File: src/rtl/bit_serializer.sv
// Parallel-to-serial stimulus stage: streams WIDTH-bit words onto X, one bit per CLK.
// Latency: first bit on X one cycle after the accepting edge; words run back-to-back with no gap.
// Backpressure: DIN_READY only in IDLE or on the final bit of a word. Optional parity bit: BIT_SERIALIZER_PARITY_EN.
module bit_serializer #(
  parameter int WIDTH      = 8,
  parameter bit MSB_FIRST  = 1'b1,
  parameter bit IDLE_LEVEL = 1'b0
) (
  input  logic             CLK,
  input  logic             RESET,
  input  logic [WIDTH-1:0] DIN,
  input  logic             DIN_VALID,
  output logic             DIN_READY,
  output logic             X,
  output logic             X_VALID,
  output logic             BUSY,
  output logic             DONE
);

  localparam int CW = (WIDTH > 1) ? $clog2(WIDTH) : 1;

  typedef enum logic [1:0] {
    S_IDLE   = 2'd0,
    S_SHIFT  = 2'd1,
    S_PARITY = 2'd2
  } state_t;

  state_t           state, state_nxt;
  logic [WIDTH-1:0] shreg, shreg_nxt;
  logic [CW-1:0]    cnt, cnt_nxt;
  logic             last_data;
  logic             cur_bit;
  logic [WIDTH-1:0] shifted;
  logic             take;
  logic             load;
`ifdef BIT_SERIALIZER_PARITY_EN
  logic             par, par_nxt;
`endif

  // Bit currently presented on X and the register contents after it is consumed.
  assign cur_bit   = MSB_FIRST ? shreg[WIDTH-1] : shreg[0];
  assign shifted   = MSB_FIRST ? {shreg[WIDTH-2:0], 1'b0} : {1'b0, shreg[WIDTH-1:1]};
  assign last_data = (state == S_SHIFT) && (cnt == CW'(WIDTH - 1));

  // Outputs decode straight from registered state, so X and friends never see DIN combinationally.
  assign X_VALID = (state != S_IDLE);
  assign BUSY    = (state != S_IDLE);
`ifdef BIT_SERIALIZER_PARITY_EN
  assign X         = (state == S_SHIFT) ? cur_bit : (state == S_PARITY) ? par : IDLE_LEVEL;
  assign DONE      = (state == S_PARITY);
  assign DIN_READY = (state == S_IDLE) || (state == S_PARITY);
`else
  assign X         = (state == S_SHIFT) ? cur_bit : IDLE_LEVEL;
  assign DONE      = last_data;
  assign DIN_READY = (state == S_IDLE) || last_data;
`endif

  assign take = DIN_VALID && DIN_READY;

  // State register and datapath; reset aborts any word in flight.
  always_ff @(posedge CLK) begin
    if (RESET) begin
      state <= S_IDLE;
      shreg <= '0;
      cnt   <= '0;
`ifdef BIT_SERIALIZER_PARITY_EN
      par   <= 1'b0;
`endif
    end else begin
      state <= state_nxt;
      shreg <= shreg_nxt;
      cnt   <= cnt_nxt;
`ifdef BIT_SERIALIZER_PARITY_EN
      par   <= par_nxt;
`endif
    end
  end

  // Next-state logic: shift until the final bit, then reload (zero gap) or fall back to IDLE.
  always_comb begin
    state_nxt = state;
    shreg_nxt = shreg;
    cnt_nxt   = cnt;
    load      = 1'b0;
`ifdef BIT_SERIALIZER_PARITY_EN
    par_nxt   = par;
`endif
    case (state)
      S_IDLE: begin
        load = take;
      end
      S_SHIFT: begin
        if (!last_data) begin
          shreg_nxt = shifted;
          cnt_nxt   = cnt + 1'b1;
        end else begin
`ifdef BIT_SERIALIZER_PARITY_EN
          state_nxt = S_PARITY;
`else
          load      = take;
          state_nxt = S_IDLE;
`endif
        end
      end
`ifdef BIT_SERIALIZER_PARITY_EN
      S_PARITY: begin
        load      = take;
        state_nxt = S_IDLE;
      end
`endif
      default: begin
        state_nxt = S_IDLE;
      end
    endcase
    if (load) begin
      state_nxt = S_SHIFT;
      shreg_nxt = DIN;
      cnt_nxt   = '0;
`ifdef BIT_SERIALIZER_PARITY_EN
      par_nxt   = ^DIN;
`endif
    end
  end

endmodule

File: config.mk
export PLATFORM = sky130hd
export DESIGN_NAME = bit_serializer
export DESIGN_NICKNAME = d
export VERILOG_FILES = /design/src/rtl/bit_serializer.sv
export SDC_FILE = /design/constraint.sdc
export NUM_CORES = 1
export LEC_CHECK = 0
export ABC_CLOCK_PERIOD_IN_PS = 1800
export CAP_MARGIN = 40
export CORE_MARGIN = 2
export CORE_UTILIZATION = 45
export CTS_CLUSTER_SIZE = 25
export DETAILED_ROUTE_END_ITERATION = 16
export PLACE_DENSITY_LB_ADDON = 0.2
export SETUP_SLACK_MARGIN = 0.15
export SLEW_MARGIN = 10
export SYNTH_ARGS = -nofsm -noshare
export SYNTH_HDL_FRONTEND = slang
export SYNTH_SLANG_ARGS = --single-unit
File: constraint.sdc
create_clock -name CLK -period 1.8 [get_ports CLK]
set_input_delay 0.54 -clock CLK [delete_from_list [all_inputs] [get_ports CLK]]
set_output_delay 0.54 -clock CLK [all_outputs]
set_load 0.02 [all_outputs]
==> results of run 1 <==
==> per-layer routing <==
metal  up-vias  GRT usage [%]  share of wire [%]
met3         2           3.33                6.2
met5         -              0                  0
met1       212           20.7                 47
met4         0           12.5                1.1
met2        10           25.8                 46
li1        235              -                  -
==> flip-flops by register name, summed over array words and instances (netlist names) <==
signal / flops
cnt: 3
shreg: 8
state: 1
==> kinds of logic (layout without fill, tap and decap cells) <==
kind of cell | Yosys count | count (layout) | share of synthesized area, %
AND/OR/NAND/NOR | 19 | 19 | 17.6
multiplexers | 8 | 8 | 13.4
AO/OA/AOI/OAI | 10 | 10 | 17.2
adder cells (fa/ha/maj) | 2 | 2 | 4.18
buffers and inverters | 5 | 25 | 7.53
flip-flops | 12 | 12 | 40.2
==> path summary, 6_finish.rpt <==
kind	slack, ps	cells past startpoint	endpoint
setup / recovery	50	5	DIN_READY
hold reg to reg	510	2	cnt[1]
hold / removal	510	2	cnt[1]
setup reg to reg	340	7	cnt[0]
==> stage by stage <==
stage / std cells / hold slack, ps
after floorplan: 56 / 467
after global placement: 87 / 482
after detailed placement: 87 / 497
after CTS: 91 / 519
after global routing: 91 / 534
final: 91 / 515
==> cell usage in the layout, fill, tap and decap left out <==
cell and count:
buf_6 2, nor3_1 1, a211oi_2 7, a21oi_1 3, mux2i_1 8, nand3b_1 3
clkbuf_2 1, dfxtp_1 10, dfxtp_2 2, buf_4 5, clkbuf_4 3, nor2_1 9
ha_4 2, nand2_1 2, and2_4 1, buf_12 1, or2b_1 1, nor2b_4 1
inv_4 1, clkdlybuf4s50_1 10, and2_2 1, dlygate4sd2_1 2
==> report_power, final <==
part           internal (W)  total [W]  switching (W)
Combinational     0.0000693   0.000124      0.0000550
Sequential         0.000285   0.000295      0.0000107
Clock             0.0000773   0.000161      0.0000833
Total              0.000431   0.000580       0.000149
==> tightest hold or removal path, delay by kind of cell (launching register included) <==
family	cells	cell delay [ps]
AND/OR/NAND/NOR	1	80
flip-flops	1	340
AO/OA/AOI/OAI	1	60
==> timing repair <==
action / in CTS / in global routing
pin swaps: 0 / 0
endpoints found under the setup margin: 5 / 3
buffers inserted: 1 / 0
gates cloned: 0 / 0
gates resized for setup: 23 / 1
==> final cells by class <==
| class | instances | area share, % |
|---|---|---|
| Sequential cell | 12 | 29.2 |
| Clock buffer | 3 | 2.71 |
| Inverter | 1 | 0.752 |
| Multi-Input combinational cell | 39 | 40.8 |
| Timing Repair Buffer | 21 | 24.4 |
| Tap cell | 15 | 2.26 |
==> metrics.txt, run 1 <==
status finished clean; RD Place Congestion between 0.6 and 0.7; buffers added on ports 15; gr usage total between 10% and 20%; max-cap violations 0; PD cells approximately 700 nW/um^2; Synth Cell Area between 500 and 600 sq um; Distinct cells, synth 17; FF+latch area 243 sq um; H-tree Lvls 1; initial core utilization between 40 and 50%; # setup viols final 0; Rows 13; initial drt markers 5; worst setup margin about 49 ps; cell mode on critical path ha_4; clk_lat worst skew between 200 and 300 ps; most frequent cells after synthesis dfxtp_1 (12), nor2_1 (9), mux2i_1 (8), a211oi_2 (7); slowest CP cell dfxtp_2; vias in the first global route approximately 440; slew margin rel. between 80 and 90%; Die W between 40 and 50 um; vias per inst 5.04; Reg2Reg Launch Point cnt[0]; Final Cycle Share 97.3%; Arr. time, crit path around 1200 ps; fmax between 0.5 and 0.6 GHz; placed wire-length estimate ~760 um; CTS tree yes; Final Cell Area 832 sq um; antenna cell count 0; cts hold-fix bufs 0; Congestion Overflow GR 0; Num CTS Buffers 3; CP endpoint kind primary output; Post-DRT Antenna Nets 0; Post-synth top flop dfxtp_1; final clock skew roughly 6.3 ps; crit path launch cnt[0]; Peak VDD IR 0.000474 V; CP max stage delay approximately 330 ps; root buffer cell clkbuf_4; layout cells sized above 1 a little over a third; top cell type's share of synthesized area 40.2%; LEAKAGE approximately 0.35 nW; # DRC 0; # nets final 91; Syn Nets roughly 70; Worst setup SP type flip-flop; Crit path max-delay family flip-flops; fillcell total around 110; total power 0.000580 W; Max Slew Vio Count 0; io pins 16; global-route wire length before repair about 1800 um; RSZ-0062 raised after global routing yes; crit path time final roughly 1800 ps; Synth area leaders dfxtp_1 (40%), a211oi_2 (15%), mux2i_1 (13%); CP Class reg2out; Async S/R FF share, synth 0%; Multi-input gate area 339 sq um; Critical path buffers and inverters 2; Clock Path Buffers 2; Sink Count 12; DP Area ~800 sq um; initial antenna violation count 0; post-layout util between 60% and 70%; Clock transition at path regs 70 ps; worst-path cell chain ha_4 -> ha_4 -> nor2b_4 -> inv_4 -> buf_6; P&R area growth vs syn 39.1%; Worst Hold Launch cnt[1]; Die Y-Extent 40.5 um; mean routed wirelength per cell about 12 um; setup_tns 0 ps; DR vias about 460; most frequent cell after synthesis dfxtp_1; WP data required 1260 ps; worst-path fanout max 2; Hold Crit Class reg2reg; pre-CTS setup slack -167 ps; CORE AREA 1270 sq um; EDFF count, synth 0; sequential share of the synthesized area about two fifths; syn avg cell area between 10 and 15 sq um; final WL between 1000 and 1500 um; Synth Instances 56; DIE AREA 1640 sq um; flops & latches, synth 12; worst slew pin tran 178 ps; largest net degree at the start of global routing 18; Yosys top cell by area dfxtp_1; Hold Fails Final Rpt 0; drt first pass iters 2; Syn. warnings 0
No activity file was read; power rests on OpenSTA's default activity.
==> inputs of run 2 (changes only) <==
- CORE_UTILIZATION: 45 -> 40
==> metrics.txt, run 2 (synthesis gave the netlist of run 1 again) <==
Die W approximately 43 um; CORE AREA approximately 1400 sq um; Die Y-Extent roughly 43 um; Hold Fails Final Rpt 0; DR vias approximately 450; Clock transition at path regs approximately 70 ps; commonest non-fill, non-tap cell in the layout clkdlybuf4s50_1; gr usage total 12.5%; Clock Path Buffers 2; Worst Reg-to-Reg Cells 6; fmax around 0.57 GHz; Post-DRT Antenna Nets 0; Worst R2R End cnt[0]; io pins 16; Post-Route M1 WL a little under 500 um; worst hold path endpoint cnt[1]; routed wl met2 about 500 um; mean routed wirelength per cell 11.6 um; slew margin rel. slightly below 90%; minimum hold slack approximately 510 ps; largest net degree at the start of global routing 18; worst-path fanout max 2; Worst setup SP type flip-flop; crit path time final around 1800 ps; Worst Hold Path Cells 2; max reg flops 8; most frequent cells in the layout clkdlybuf4s50_1 (10), nor2_1 (9), dfxtp_1 (9); RSZ-0062 raised after global routing yes; vias per inst just under 5; largest register by flop count shreg; CP Class reg2out; WP data required 1260 ps; root buffer cell clkbuf_4; CP endpoint kind primary output; # DRC 0; H-tree Lvls 1; initial antenna violation count 0; Num CTS Buffers 3; dpl cells 88; worst reg2reg setup slack 440 ps; Max Slew Vio Count 0; Rows 13; max-cap violations 0; met3 wire len ~76 um; DIE AREA between 1500 and 2000 sq um; biggest regs shreg x8, cnt x3, state x1; drt first pass iters 2; post-layout util between 60 and 70%; clk_lat worst skew 270 ps; final WL roughly 1100 um; Final Non-Filler Cells 92; RD Place Congestion around 0.68; LEAKAGE roughly 0.35 nW; CTS tree yes; setup_tns 0 ps; antenna cell count 0; postcts setup bufs 0; Peak VDD IR between 0.0003 and 0.0004 V; placed wire-length estimate slightly above 700 um; Arr. time, crit path ~1200 ps; status finished clean; layout cells sized above 1 approximately 38%; # nets final 91; Final Cycle Share a little over nine tenths; cts hold-fix bufs 0; Top Metal Used met3; vias in the first global route ~390; Reg2Reg Launch Point cnt[1]; # setup viols final 0; Hold Crit Class reg2reg; global-route wire length before repair roughly 1700 um; Congestion Overflow GR 0; final clock skew 5.11 ps; initial drt markers 5; initial core utilization around 44%; worst slew pin tran approximately 160 ps; Sink Count 12; PD cells approximately 750 nW/um^2; Worst Hold Launch cnt[1]; buffers added on ports 15; P&R area growth vs syn 40.6%
-- run 2: per-stage QoR --
stage          instance area [sq um]  setup WS, ps  total power [W]
2_1_floorplan                    598           168         0.000377
4_1_cts                          838          14.8         0.000638
6_report                         841          37.1         0.000627
5_1_grt                          841         -8.69         0.000660
3_3_place_gp                     773          -163         0.000422
3_5_place_dp                     773          -170         0.000423
-- run 2: critical path, stage by stage (launching register included) --
cell	delay (ps)
dfxtp_2	340
ha_4	160
ha_4	160
nor2b_4	140
inv_4	40
buf_6	120
-- run 2: metal layers --
layer / vias to the layer above / GRT usage [%]
li1: 237 / -
met1: 198 / 15.0
met2: 11 / 19.1
met3: 0 / 8.09
met4: 0 / 1.88
met5: - / 0
-- run 2: how the worst max path moves through the flow --
stage          startpoint         to  slack, ps  cells after the start
2_1_floorplan      cnt[0]  DIN_READY        170                      5
3_3_place_gp       cnt[0]       DONE       -160                      4
3_5_place_dp       cnt[0]       DONE       -170                      4
4_1_cts            cnt[0]       DONE         10                      4
5_1_grt            cnt[1]  DIN_READY         -9                      5
6_report           cnt[1]  DIN_READY         40                      5
-- run 2: layout make-up --
| class | instances | area (sq um) |
|---|---|---|
| Tap cell | 15 | 18.8 |
| Clock buffer | 4 | 36.3 |
| Fill cell | 120 | 509 |
| Sequential cell | 12 | 244 |
| Timing Repair Buffer | 21 | 196 |
| Multi-Input combinational cell | 39 | 339 |
| Inverter | 1 | 6.26 |
-- run 2: timing repair --
item	4_1_cts	5_1_grt
resized for setup	23	2
setup endpoints to repair	5	3
pin swaps	0	2
-- run 2: power breakdown --
group,total (W),internal [W],switching (W)
Combinational,0.000121,0.0000670,0.0000545
Sequential,0.000296,0.000285,0.0000108
Clock,0.000210,0.000123,0.0000867
==> inputs of run 3 (changes only) <==
- CAP_MARGIN: 40 -> default
==> results of run 3 <==
Same layout as run 2: the final DEF is identical, and so are final timing and power.
==> RTL change: new RTL, config.mk and constraints of run 2 <==
The parameter `WIDTH` goes from 8 to 32.
--- a/src/rtl/bit_serializer.sv
+++ b/src/rtl/bit_serializer.sv
@@ -4,3 +4,3 @@
 module bit_serializer #(
-  parameter int WIDTH      = 8,
+  parameter int WIDTH      = 32,
   parameter bit MSB_FIRST  = 1'b1,
Ports: changed (resized DIN); port bits go from 16 to 40. No check against the original RTL was run, so the function may have changed too.
==> RTL change against run 2 <==
- first-iteration DRC count rose to 12 times the old value
- sequential cell count up 26
- power rose to 3.0 times the old value
- the run now ends with negative setup slack left
- global-route usage up 3.4 points
- largest power group unchanged
- setup slack worse by 0.22 ns
- non-clock buffer count up 30
- highest routed layer is now met4
- cell count rose to 2.9 times the old value
- sequential share of layout area up 4.1 points
- cell area rose to 2.7 times the old value
- register-to-register slack worse by 0.53 ns
- routed wire length rose to 3.4 times the old value
- die area rose to 2.7 times the old value
- synthesized area rose to 2.9 times the old value
==> RTL change: results (changes against run 2) <==
| Metric | Value |
|---|---|
| CTS Buf Count | 5 (was 3) |
| P_int | 0.00139 W (was 0.000475 W) |
| CTS max path bufs | 2 (unchanged) |
| FF-to-FF Start | cnt[1] (unchanged) |
| Wire length on met2 | 1810 µm (was 500 µm) |
| Register area share after synthesis | 0.438 (was 0.402) |
| WL met3 | 143 µm (was 76 µm) |
| Top flop regs | shreg (32), cnt (5), state (1) (was shreg (8), cnt (3), state (1)) |
| Area after DPL | 2190 µm² (was 773 µm²) |
| Routed wire per std cell | 13.6 µm (was 11.6 µm) |
| Final worst-path setup slack | -0.179 ns (was 0.0371 ns) |
| P_leak | 0.962 nW (was 0.349 nW) |
| Ys Warns | 0 (unchanged) |
| Clock Pin Slew Worst Setup and Hold Paths | 0.07 ns (about the same) |
| HP Class | reg -> reg (unchanged) |
| Initial antenna violation count | 0 (unchanged) |
| GP Congestion | 0.685 (was 0.678) |
| WL met1 | 1650 µm (was 491 µm) |
| Post-DP HPWL | 2520 µm (was 720 µm) |
| Ys async rst share | 0 (unchanged) |
| Worst-Skew Late Latency | between 0.2 and 0.3 ns |
| Worst hold start | shreg[13] (was cnt[1]) |
| Fill count | 356 (was 120) |
| Status | finished with violations (was complete, no violations) |
| Drt pass-1 iters | 4 (was 2) |
| Synth top area cells | dfxtp_1, mux2i_1, a211oi_1 (was dfxtp_1, a211oi_2, mux2i_1) |
| DR vias/cell | 5.18 (was 4.85) |
| CP max FO | 2 (unchanged) |
| Crit-path max cell delay | 0.34 ns (about the same) |
| GRT overflow | 0 (unchanged) |
| Yosys cell types | 23 (was 17) |
| Max Clock Skew | 0.00839 ns (was 0.00511 ns) |
| VDD IR-drop max | 0.460 mV (was 0.398 mV) |
| Share of layout cells above drive strength 1 | 0.151 (was 0.377) |
| Relative max-transition margin | 0.801 (was 0.890) |
| Root Driver | clkbuf_8 (was clkbuf_4) |
| Highest Signal Layer | met4 (was met3) |
| Most used DFF post-synth | dfxtp_1 (unchanged) |
| Critical path launch point type | register (unchanged) |
| Initial DRC count | 61 (was 5) |
| CP max stage cell | dfxtp_2 (unchanged) |
| CP Data Arrival Time | 1.44 ns (was 1.22 ns) |
| First-pass GRT wire length | 6220 µm (was 1660 µm) |
| Failing checks | negative setup slack |
| Multi-input gate area | 883 µm² (was 339 µm²) |
| NumNets Final | 254 (was 91) |
| Syn nets | 213 (was 69) |
| Vias in the first global route | 1,384 (was 385) |
| Final setup violation count | 12 (was 0) |
| All-Layer GR Usage | 0.160 (was 0.125) |
| CTS H-tree lvls | 2 (was 1) |
| Largest net degree at the start of global routing | 41 (was 18) |
| Synth cell count leaders | dfxtp_1, nor2_1, mux2i_1 (unchanged) |
| Ant. Diodes | 0 (unchanged) |
| Port bufs | 39 (was 15) |
RTL change: layout make-up:
| cell class | instances | share of cell area |
|---|---|---|
| Tap cell | 50 | 0.0271 |
| Timing Repair Buffer | 51 | 0.217 |
| Sequential cell | 38 | 0.331 |
| Inverter | 1 | 0.00271 |
| Clock buffer | 7 | 0.0374 |
| Clock inverter | 1 | 0.00217 |
| Multi-Input combinational cell | 120 | 0.382 |
RTL change: power groups by stage:
stage	clock network [W]	logic, W	registers [W]
2_1_floorplan	0	0.000204	0.000954
3_3_place_gp	0	0.000302	0.000958
3_5_place_dp	0	0.000312	0.000961
4_1_cts	0.000610	0.000318	0.000942
5_1_grt	0.000656	0.000350	0.000951
6_report	0.000592	0.000316	0.000942
RTL change: final timing paths:
check                           slack [ns]   endpoint  cells after the start
worst max register to register       -0.09     cnt[2]                      8
worst min-delay path                  0.50  shreg[14]                      2
worst max-delay path                 -0.18  DIN_READY                      6
worst min register to register        0.50  shreg[14]                      2
RTL change: logic make-up after synthesis:
group	synth area share
AO/OA/AOI/OAI	0.156
multiplexers	0.193
buffers and inverters	0.0735
flip-flops	0.438
AND/OR/NAND/NOR	0.125
adder cells (fa/ha/maj)	0.0144
RTL change: critical path: cells and delay by family, from the launching register on:
kind | cells | cell delay [ns]
DFF | 1 | 0.34
and+or+nand+nor | 2 | 0.34
adders and majority gates | 2 | 0.32
buffers and inverters | 2 | 0.17
RTL change: layer usage:
metal | global-route usage | vias up
li1 | - | 714
met4 | 0.0769 | 0
met5 | 0 | -
met3 | 0.0375 | 4
met2 | 0.274 | 26
met1 | 0.186 | 645
RTL change: per-stage QoR:
stage / TNS, ns / hold WS [ns] / std cells / setup WS [ns]
floorplan: -0.0746 / 0.477 / 176 / -0.0746
global placement: -2.81 / 0.482 / 259 / -0.308
detailed placement: -4.49 / 0.495 / 259 / -0.331
CTS: -0.615 / 0.502 / 267 / -0.191
global route: -3.21 / 0.518 / 268 / -0.233
finish: -0.513 / 0.498 / 268 / -0.179
RTL change: timing repair:
item,in CTS,in global routing
gates resized for setup,21,1
setup buffers,0,1
pin swaps,1,0
setup endpoints to repair,30,38
gates cloned,0,0
